--- src/rtl/clause_loader.sv ---
// Packs a serial literal stream into one clause_database slot entry per clause,
// dropping duplicate literals and discarding tautologies or oversize clauses.
module clause_loader #(
  parameter int unsigned VPC = 5,
  parameter int unsigned VB  = 8,
  parameter int unsigned CB  = 8
) (
  input  logic              clock,
  input  logic              reset,
  input  logic              lit_valid,
  output logic              lit_ready,
  input  logic [VB-1:0]     lit_var,
  input  logic              lit_pole,
  input  logic              lit_last,
  input  logic              db_full,
  output logic              push,
  output logic [VPC-1:0]    mask_out,
  output logic [VPC-1:0]    pole_out,
  output logic [VPC*VB-1:0] var_out,
  output logic [CB:0]       clause_count,
  output logic              dropped,
  output logic              error
);

  typedef enum logic [1:0] {COLLECT, EMIT, DRAIN} state_t;

  localparam int unsigned CW        = $clog2(VPC + 1);
  localparam logic [CB:0] COUNT_MAX = {1'b1, {CB{1'b0}}};
  localparam logic [CB:0] COUNT_ONE = {{CB{1'b0}}, 1'b1};

  state_t state, state_n;

  logic [VPC-1:0]    acc_mask, acc_pole;
  logic [VPC*VB-1:0] acc_var;
  logic [CW-1:0]     acc_cnt;
  logic              acc_taut;

  logic              accept, hit_same, hit_opp, is_new, overflow;
  logic [VPC-1:0]    fin_mask, fin_pole;
  logic [VPC*VB-1:0] fin_var;
  logic [CW-1:0]     fin_cnt;
  logic              fin_taut;

  // Ready only while collecting or draining, and never during reset.
  always_comb begin
    lit_ready = reset && (state == COLLECT || state == DRAIN);
    accept    = lit_valid && lit_ready;
  end

  // Compare the incoming literal against every filled slot and form the updated clause.
  always_comb begin
    hit_same = 1'b0;
    hit_opp  = 1'b0;
    for (int unsigned i = 0; i < VPC; i++) begin
      if (acc_mask[i] && acc_var[i*VB +: VB] == lit_var) begin
        if (acc_pole[i] == lit_pole) hit_same = 1'b1;
        else                         hit_opp  = 1'b1;
      end
    end
    is_new   = !(hit_same || hit_opp);
    overflow = is_new && (acc_cnt == CW'(VPC));
    fin_mask = acc_mask;
    fin_pole = acc_pole;
    fin_var  = acc_var;
    fin_cnt  = acc_cnt;
    fin_taut = acc_taut || hit_opp;
    if (is_new && !overflow) begin
      for (int unsigned i = 0; i < VPC; i++) begin
        if (CW'(i) == acc_cnt) begin
          fin_mask[i]          = 1'b1;
          fin_pole[i]          = lit_pole;
          fin_var[i*VB +: VB]  = lit_var;
        end
      end
      fin_cnt = acc_cnt + CW'(1);
    end
  end

  // State register.
  always_ff @(posedge clock or negedge reset) begin
    if (!reset) state <= COLLECT;
    else        state <= state_n;
  end

  // Next-state logic.
  always_comb begin
    state_n = state;
    case (state)
      COLLECT: begin
        if (accept) begin
          if (overflow)      state_n = lit_last ? COLLECT : DRAIN;
          else if (lit_last) state_n = EMIT;
        end
      end
      EMIT:    state_n = COLLECT;
      DRAIN:   if (accept && lit_last) state_n = COLLECT;
      default: state_n = COLLECT;
    endcase
  end

  // Clause accumulators; wiped after emit, while draining, and on overflow.
  always_ff @(posedge clock or negedge reset) begin
    if (!reset) begin
      acc_mask <= '0;
      acc_pole <= '0;
      acc_var  <= '0;
      acc_cnt  <= '0;
      acc_taut <= 1'b0;
    end else if (state == EMIT || state == DRAIN || (state == COLLECT && accept && overflow)) begin
      acc_mask <= '0;
      acc_pole <= '0;
      acc_var  <= '0;
      acc_cnt  <= '0;
      acc_taut <= 1'b0;
    end else if (state == COLLECT && accept) begin
      acc_mask <= fin_mask;
      acc_pole <= fin_pole;
      acc_var  <= fin_var;
      acc_cnt  <= fin_cnt;
      acc_taut <= fin_taut;
    end
  end

  // Outcome registers: the push/drop decision is taken on the last-beat edge so it is
  // visible during EMIT; the count advances on the edge that ends the push.
  always_ff @(posedge clock or negedge reset) begin
    if (!reset) begin
      push         <= 1'b0;
      dropped      <= 1'b0;
      error        <= 1'b0;
      mask_out     <= '0;
      pole_out     <= '0;
      var_out      <= '0;
      clause_count <= '0;
    end else begin
      push    <= 1'b0;
      dropped <= 1'b0;
      if (state == EMIT && push) clause_count <= clause_count + COUNT_ONE;
      if (state == COLLECT && accept) begin
        if (overflow) begin
          error <= 1'b1;
          if (lit_last) dropped <= 1'b1;
        end else if (lit_last) begin
          if (fin_taut) begin
            dropped <= 1'b1;
          end else if (db_full || clause_count == COUNT_MAX) begin
            dropped <= 1'b1;
            error   <= 1'b1;
          end else begin
            push     <= 1'b1;
            mask_out <= fin_mask;
            pole_out <= fin_pole;
            var_out  <= fin_var;
          end
        end
      end
      if (state == DRAIN && accept && lit_last) dropped <= 1'b1;
    end
  end

endmodule

--- config.mk ---
export PLATFORM = sky130hd
export DESIGN_NAME = clause_loader
export DESIGN_NICKNAME = d
export VERILOG_FILES = /design/src/rtl/clause_loader.sv
export SDC_FILE = /design/constraint.sdc
export NUM_CORES = 1
export LEC_CHECK = 0
export CAP_MARGIN = 20
export CELL_PAD_IN_SITES_DETAIL_PLACEMENT = 1
export CELL_PAD_IN_SITES_GLOBAL_PLACEMENT = 1
export CORE_MARGIN = 2
export CORE_UTILIZATION = 44
export CTS_BUF_LIST = sky130_fd_sc_hd__clkbuf_16
export DETAILED_ROUTE_END_ITERATION = 10
export MAX_ROUTING_LAYER = met4
export PLACE_DENSITY_LB_ADDON = 0.1
export SLEW_MARGIN = 20
export SYNTH_ARGS = -nofsm -noshare
export SYNTH_HDL_FRONTEND = slang
export SYNTH_SLANG_ARGS = --single-unit
--- constraint.sdc ---
create_clock -name clock -period 2.9 [get_ports clock]
set_input_delay 0.435 -clock clock [delete_from_list [all_inputs] [get_ports clock]]
set_output_delay 0.435 -clock clock [all_outputs]
set_load 0.01 [all_outputs]
# Word-level counts from Yosys, hierarchy flattened

Cells that the tools add are included.

Bits of input ports: 14
Bits in registers: 118
Logic and storage cells: 144

Bitwise gates (word level): 3
Add/sub/neg operators: 2
Mux-type cells: 71
Reductions and logical operators: 33
Eq/ne operators: 22

Operators with widths:

| cell                                                                  | number |
|---|---|
| 40-bit 2-to-1 mux                                                     | 3 |
| 1-bit 2-to-1 mux                                                      | 48 |
| 8-bit equality test                                                   | 5 |
| 8-bit 2-to-1 mux                                                      | 5 |
| 5-bit 2-to-1 mux                                                      | 6 |
| 1-bit logical AND                                                     | 15 |
| 2-bit 2-to-1 mux                                                      | 5 |
| 9-bit by 1-bit adder with 9-bit output (second input constant)        | 1 |
| 9-bit equality test (second input constant)                           | 1 |
| 3-bit 2-to-1 mux                                                      | 3 |
| 2-bit nonzero test                                                    | 4 |
| 2-bit by 3-bit equality test with 1-bit output (first input constant) | 2 |
| 1-bit logical OR                                                      | 6 |
| 2-bit != test (second input constant)                                 | 3 |
| 1-bit equality test                                                   | 5 |
| 5-bit AND reduction                                                   | 1 |
| 2-bit case mux with 2 select lines                                    | 1 |
| 4-bit AND reduction                                                   | 1 |
| 3-bit by 1-bit adder with 3-bit output (second input constant)        | 1 |
| 1-bit by 3-bit equality test with 1-bit output (first input constant) | 1 |
| 3-bit equality test (first input constant)                            | 1 |
| 3-bit equality test (second input constant)                           | 1 |
| 3-bit zero test                                                       | 1 |
| 3-bit != test (second input constant)                                 | 1 |
| 7 further kinds                                                       | 10 |

# Logic depth before layout (Yosys ltp)

Depth after elaboration: 19
Depth in mapped cells: 12
Depth with buffers taken out: 8

# Worst setup path before layout

Ideal clock, no wire load.

Path type: input-to-reg
From: input lit_var[7]
To: register pole_out[2]
Arrival: 2.315 ns
Cell stages on the path: 10
Library setup time: 0.125 ns
Slack: 0.460 ns
Required time: 2.775 ns
Cells stage by stage: buf_4 xor2_1 nor3_1 nand4_1 o31ai_2 nor4_4 buf_6 nand2_1 mux2i_1 mux2_4

Cells in the longest elaborated chain, start to end: 17

Ends and longest elaborated chain:

| what                   | RTL line | source |
|---|---|---|
| start: declaration     | 12       | `input logic [VB-1:0] lit_var,` |
| 8-bit equality test    | 55       | `if (acc_mask[i] && acc_var[i*VB +: VB] == lit_var) begin` |
| 1-bit logical AND      | 55       |  |
| 1-bit 2-to-1 mux       | 55       |  |
| 1-bit 2-to-1 mux       | 56       | `if (acc_pole[i] == lit_pole) hit_same = 1'b1;` |
| 1-bit 2-to-1 mux       | 55       |  |
| 1-bit 2-to-1 mux       | 56       |  |
| 1-bit 2-to-1 mux       | 55       |  |
| 1-bit 2-to-1 mux       | 56       |  |
| 1-bit 2-to-1 mux       | 55       |  |
| 1-bit 2-to-1 mux       | 56       |  |
| 1-bit 2-to-1 mux       | 55       |  |
| 1-bit logical OR       | 60       | `is_new = !(hit_same \|\| hit_opp);` |
| 1-bit zero test        | 60       |  |
| 1-bit logical AND      | 61       | `overflow = is_new && (acc_cnt == CW'(VPC));` |
| 1-bit zero test        | 67       | `if (is_new && !overflow) begin` |
| 1-bit logical AND      | 67       |  |
| 5-bit 2-to-1 mux       | 67       |  |
| end signal: assignment | 152      | `pole_out <= fin_pole;` |
| end: declaration       | 18       | `output logic [VPC-1:0] pole_out,` |

Several ways; a longest one is shown, not always the timed one.
A chain may end at the register's enable or synchronous reset.

# Worst setup path after layout

From: input lit_var[5]
To: register var_out[31]

Cells in the longest elaborated chain, start to end: 17

Ends and longest elaborated chain:

| what                   | RTL line | source |
|---|---|---|
| 8-bit equality test    | 55       |  |
| 1-bit logical AND      | 55       |  |
| 1-bit 2-to-1 mux       | 55       |  |
| 1-bit 2-to-1 mux       | 56       |  |
| 1-bit 2-to-1 mux       | 55       |  |
| 1-bit 2-to-1 mux       | 56       |  |
| 1-bit 2-to-1 mux       | 55       |  |
| 1-bit 2-to-1 mux       | 56       |  |
| 1-bit 2-to-1 mux       | 55       |  |
| 1-bit 2-to-1 mux       | 56       |  |
| 1-bit 2-to-1 mux       | 55       |  |
| 1-bit logical OR       | 60       |  |
| 1-bit zero test        | 60       |  |
| 1-bit logical AND      | 61       |  |
| 1-bit zero test        | 67       |  |
| 1-bit logical AND      | 67       |  |
| 40-bit 2-to-1 mux      | 67       |  |
| end signal: assignment | 153      | `var_out <= fin_var;` |
| end: declaration       | 19       | `output logic [VPC*VB-1:0] var_out,` |

Several ways; a longest one is shown, not always the timed one.

==> results by group <==
Placed design
  • Placed Area: 7541 sq um
  • IO buf count: 76
  • Routability cong.: slightly below 0.9
  • DP Cell Count: approximately 850
  • Detailed Place HPWL: ~12 mm

Power and ir drop
  • PnR Total Power: slightly below 0.007 W
  • Leak pwr: about 3.6 nW
  • Comb power frac: 37.2%
  • Sw Pwr: around 0.0023 W
  • VDD IR max: approximately 0.46 mV
  • Power per cell area: approximately 840 nW/um^2
  • Sw Share: 33.39%
  • Seq pwr share: 35.6%
  • Clk pwr share: 27.2%
  • P_int: 0.004539 W

Setup path
  • Largest stage delay, worst path: between 0.4 and 0.5 ns
  • Slowest-stage cell, CP: clkdlybuf4s50_1
  • Critical-path cell list: clkdlybuf4s50_1, buf_4, buf_4, xor2_1, nor4_1, nand4_1, buf_4, o2bb2ai_1, a211oi_2, o211a_2, and3_2, buf_4, mux2_4
  • Setup CP Type: in -> reg
  • R2r setup slk: 0.43 ns
  • Startpoint types: input port
  • CP Data Arrival Time: between 3 and 4 ns
  • CP bufs+invs: 5
  • CP Max Fanout: 8
  • Worst setup EP type: flop
  • CP top delay family: buffers and inverters
  • Req. time, crit path: between 3 and 4 ns
  • Most common cell on crit path: buf_4

STA
  • Relative slew margins: 45.13%
  • Pins Over Slew Limit: 0
  • Final worst path period need: about 2.8 ns
  • Setup violations, final: 0
  • Final-report hold violation count: 0
  • Fin Hold WS: between 0.4 and 0.5 ns
  • Worst-margin pin slew: approximately 0.8 ns
  • Period utilization: 96.79%
  • Max Clock Skew: roughly 0.007 ns
  • Max Clk Rate: ~360 MHz

Final layout
  • Final nets: between 700 and 800
  • Final Cell Area: approximately 8000 sq um
  • Final core occ: approximately three fifths
  • Most frequent cells in the layout: 118 x dfrtp_1, 75 x clkdlybuf4s50_1, 61 x buf_4
  • Commonest non-fill, non-tap cell in the layout: dfrtp_1
  • # diodes: 0
  • Post-route non-filler standard cell count: 880
  • Area grow syn2layout: 30.05%
  • Share of cells above drive strength 1: 23.00%
  • Fill count: 1494

Clock network
  • TritonCTS sink count: ~120
  • Cts bufs inserted: 17
  • CTS tree: built
  • Reg clk slew, reported paths: ~0.050 ns
  • Root buffer cell: clkbuf_16
  • Clk buf depth: 2
  • Clock Latency Late Sink: about 0.42 ns
  • H-tree depth: 4

Drt
  • Detailed Route Iter0 Violations: about 280
  • First-pass DRT Iterations: 5
  • Vias: 5033
  • Post-Route WL: between 15 and 20 mm
  • Post-route antenna net violation count: 0
  • DRC: 0
  • Vias per cell: 5.719
  • Routed len/inst: slightly above 20 microns

Synthesis
  • EDFF count, synth: 0
  • FFs w/ async S/R, synth: 100.0%
  • Synth area leaders: dfrtp_1 47%, xnor2_1 5.5%, a22oi_1 4.3%, mux2i_1 4.2%, mux2_2 4.2%
  • Cell Area, Synth: slightly above 6000 sq um
  • Post-synth top flop: dfrtp_1
  • Yosys warnings: 0
  • Yosys reg bits: ~120
  • Syn Nets: 600
  • Post-synthesis sequential area ratio: 47.40%
  • Synth Instances: about 580
  • Share of the synthesized area in the top cell type: between 40% and 50%
  • Yosys top cell by area: dfrtp_1
  • Number of distinct library cells after synthesis: 47
  • Synth Area per Inst: between 10 and 15 sq um

Floorplan
  • Core Footprint: 13880 sq um
  • Die Area: 15130 sq um
  • Row cnt: between 40 and 50
  • Die H: roughly 120 microns
  • Initial Util: about 45%
  • Die width: roughly 120 microns
  • Io pins: 77

Run status
  • Status: finished clean

Global route
  • Busiest grt layer: met2
  • Largest net degree at the start of global routing: around 110
  • Initial antenna violation count: 0
  • M2 GR Usage: a little over two fifths
  • Vias in the first global route: between 5k and 6k
  • Met1 Track Usage GR: 32.96%
  • Gr usage total: 26.12%
  • Global-route wire length before repair: between 20 and 30 mm
  • GRT overflow: 0
  • M3 GR Usage: ~4.4%

Min path
  • Hold Path Class: in -> async

Run
  • Max-cap violations: 0
-- per-layer routing --
layer  vias to the layer above  part of all wire (%)
met5                         -                     0
li1                       2297                     -
met4                         0                   2.3
met1                      2601                    44
met3                        26                   3.0
met2                       109                    51
-- power by group through the flow --
| stage | combinational (W) | clock, W | sequential [W] |
|---|---|---|---|
| after floorplan | 0.00128 | 0 | 0.00252 |
| after global placement | 0.00246 | 0 | 0.00243 |
| after detailed placement | 0.00252 | 0 | 0.00245 |
| after CTS | 0.00255 | 0.00188 | 0.00243 |
| after global routing | 0.00276 | 0.00195 | 0.00248 |
| final | 0.00254 | 0.00185 | 0.00242 |
-- final timing paths --
path	startpoint	endpoint	depth (start not counted)
setup reg to reg	acc_var[21]$_DFFE_PN0P_	var_out[31]$_DFFE_PN0P_	10
max in group asynchronous	reset	var_out[24]$_DFFE_PN0P_	3
hold reg to reg	error$_DFFE_PN0P_	error$_DFFE_PN0P_	1
hold / removal	reset	var_out[9]$_DFFE_PN0P_	2
setup / recovery	lit_var[5]	var_out[31]$_DFFE_PN0P_	13
min in group clock	error$_DFFE_PN0P_	error$_DFFE_PN0P_	1
-- state kept, by name, indices dropped and copies added (netlist names), 2 cells and up --
name,count
mask_out,5
acc_var,40
acc_cnt,3
state,2
var_out,40
acc_mask,5
pole_out,5
acc_pole,5
clause_count,9
-- metrics by stage --
step           setup TNS [ns]  worst slack, ns
6_report                    0          0.09309
5_1_grt               -0.5904         -0.04695
4_1_cts                     0          0.03539
3_5_place_dp           -18.86          -0.3530
3_3_place_gp           -18.48          -0.3500
2_1_floorplan               0           0.4602
-- cells by family after synthesis --
kind of cell	Yosys count	share of synthesized area [%]
simple gates	138	11.33
compound gates	129	14.40
flops	118	47.40
buf+inv	66	5.543
mux	66	12.43
xor+xnor	49	6.889
fa+ha+maj	10	2.008
-- synthesized netlist by cell type, types with 17 or more instances --
library cell  number
clkbuf_1          29
xnor2_1           39
a22oi_1           36
a31oi_1           33
mux2_4            17
nand2_1           27
a21oi_1           25
dfrtp_1          118
mux2_2            23
nor2_1            43
a21oi_2           19
mux2i_1           26
-- layout make-up --
class | instances | area [sq um] | share of cell area [%]
multi-input combinational | 392 | 2968 | 36.63
sequential | 118 | 2953 | 36.45
timing repair buffer | 146 | 1399 | 17.27
clock buffer | 17 | 425.4 | 5.251
tap | 180 | 225.2 | 2.780
clock inverter | 14 | 82.58 | 1.019
inverter | 13 | 48.80 | 0.6023
-- what timing repair did --
item,CTS,global route
hold buffers,1,0
buffers inserted,0,1
gates resized for setup,0,6
hold endpoints to repair,13,0
endpoints found under the setup margin,0,25
No activity file was read; power rests on OpenSTA's default activity.
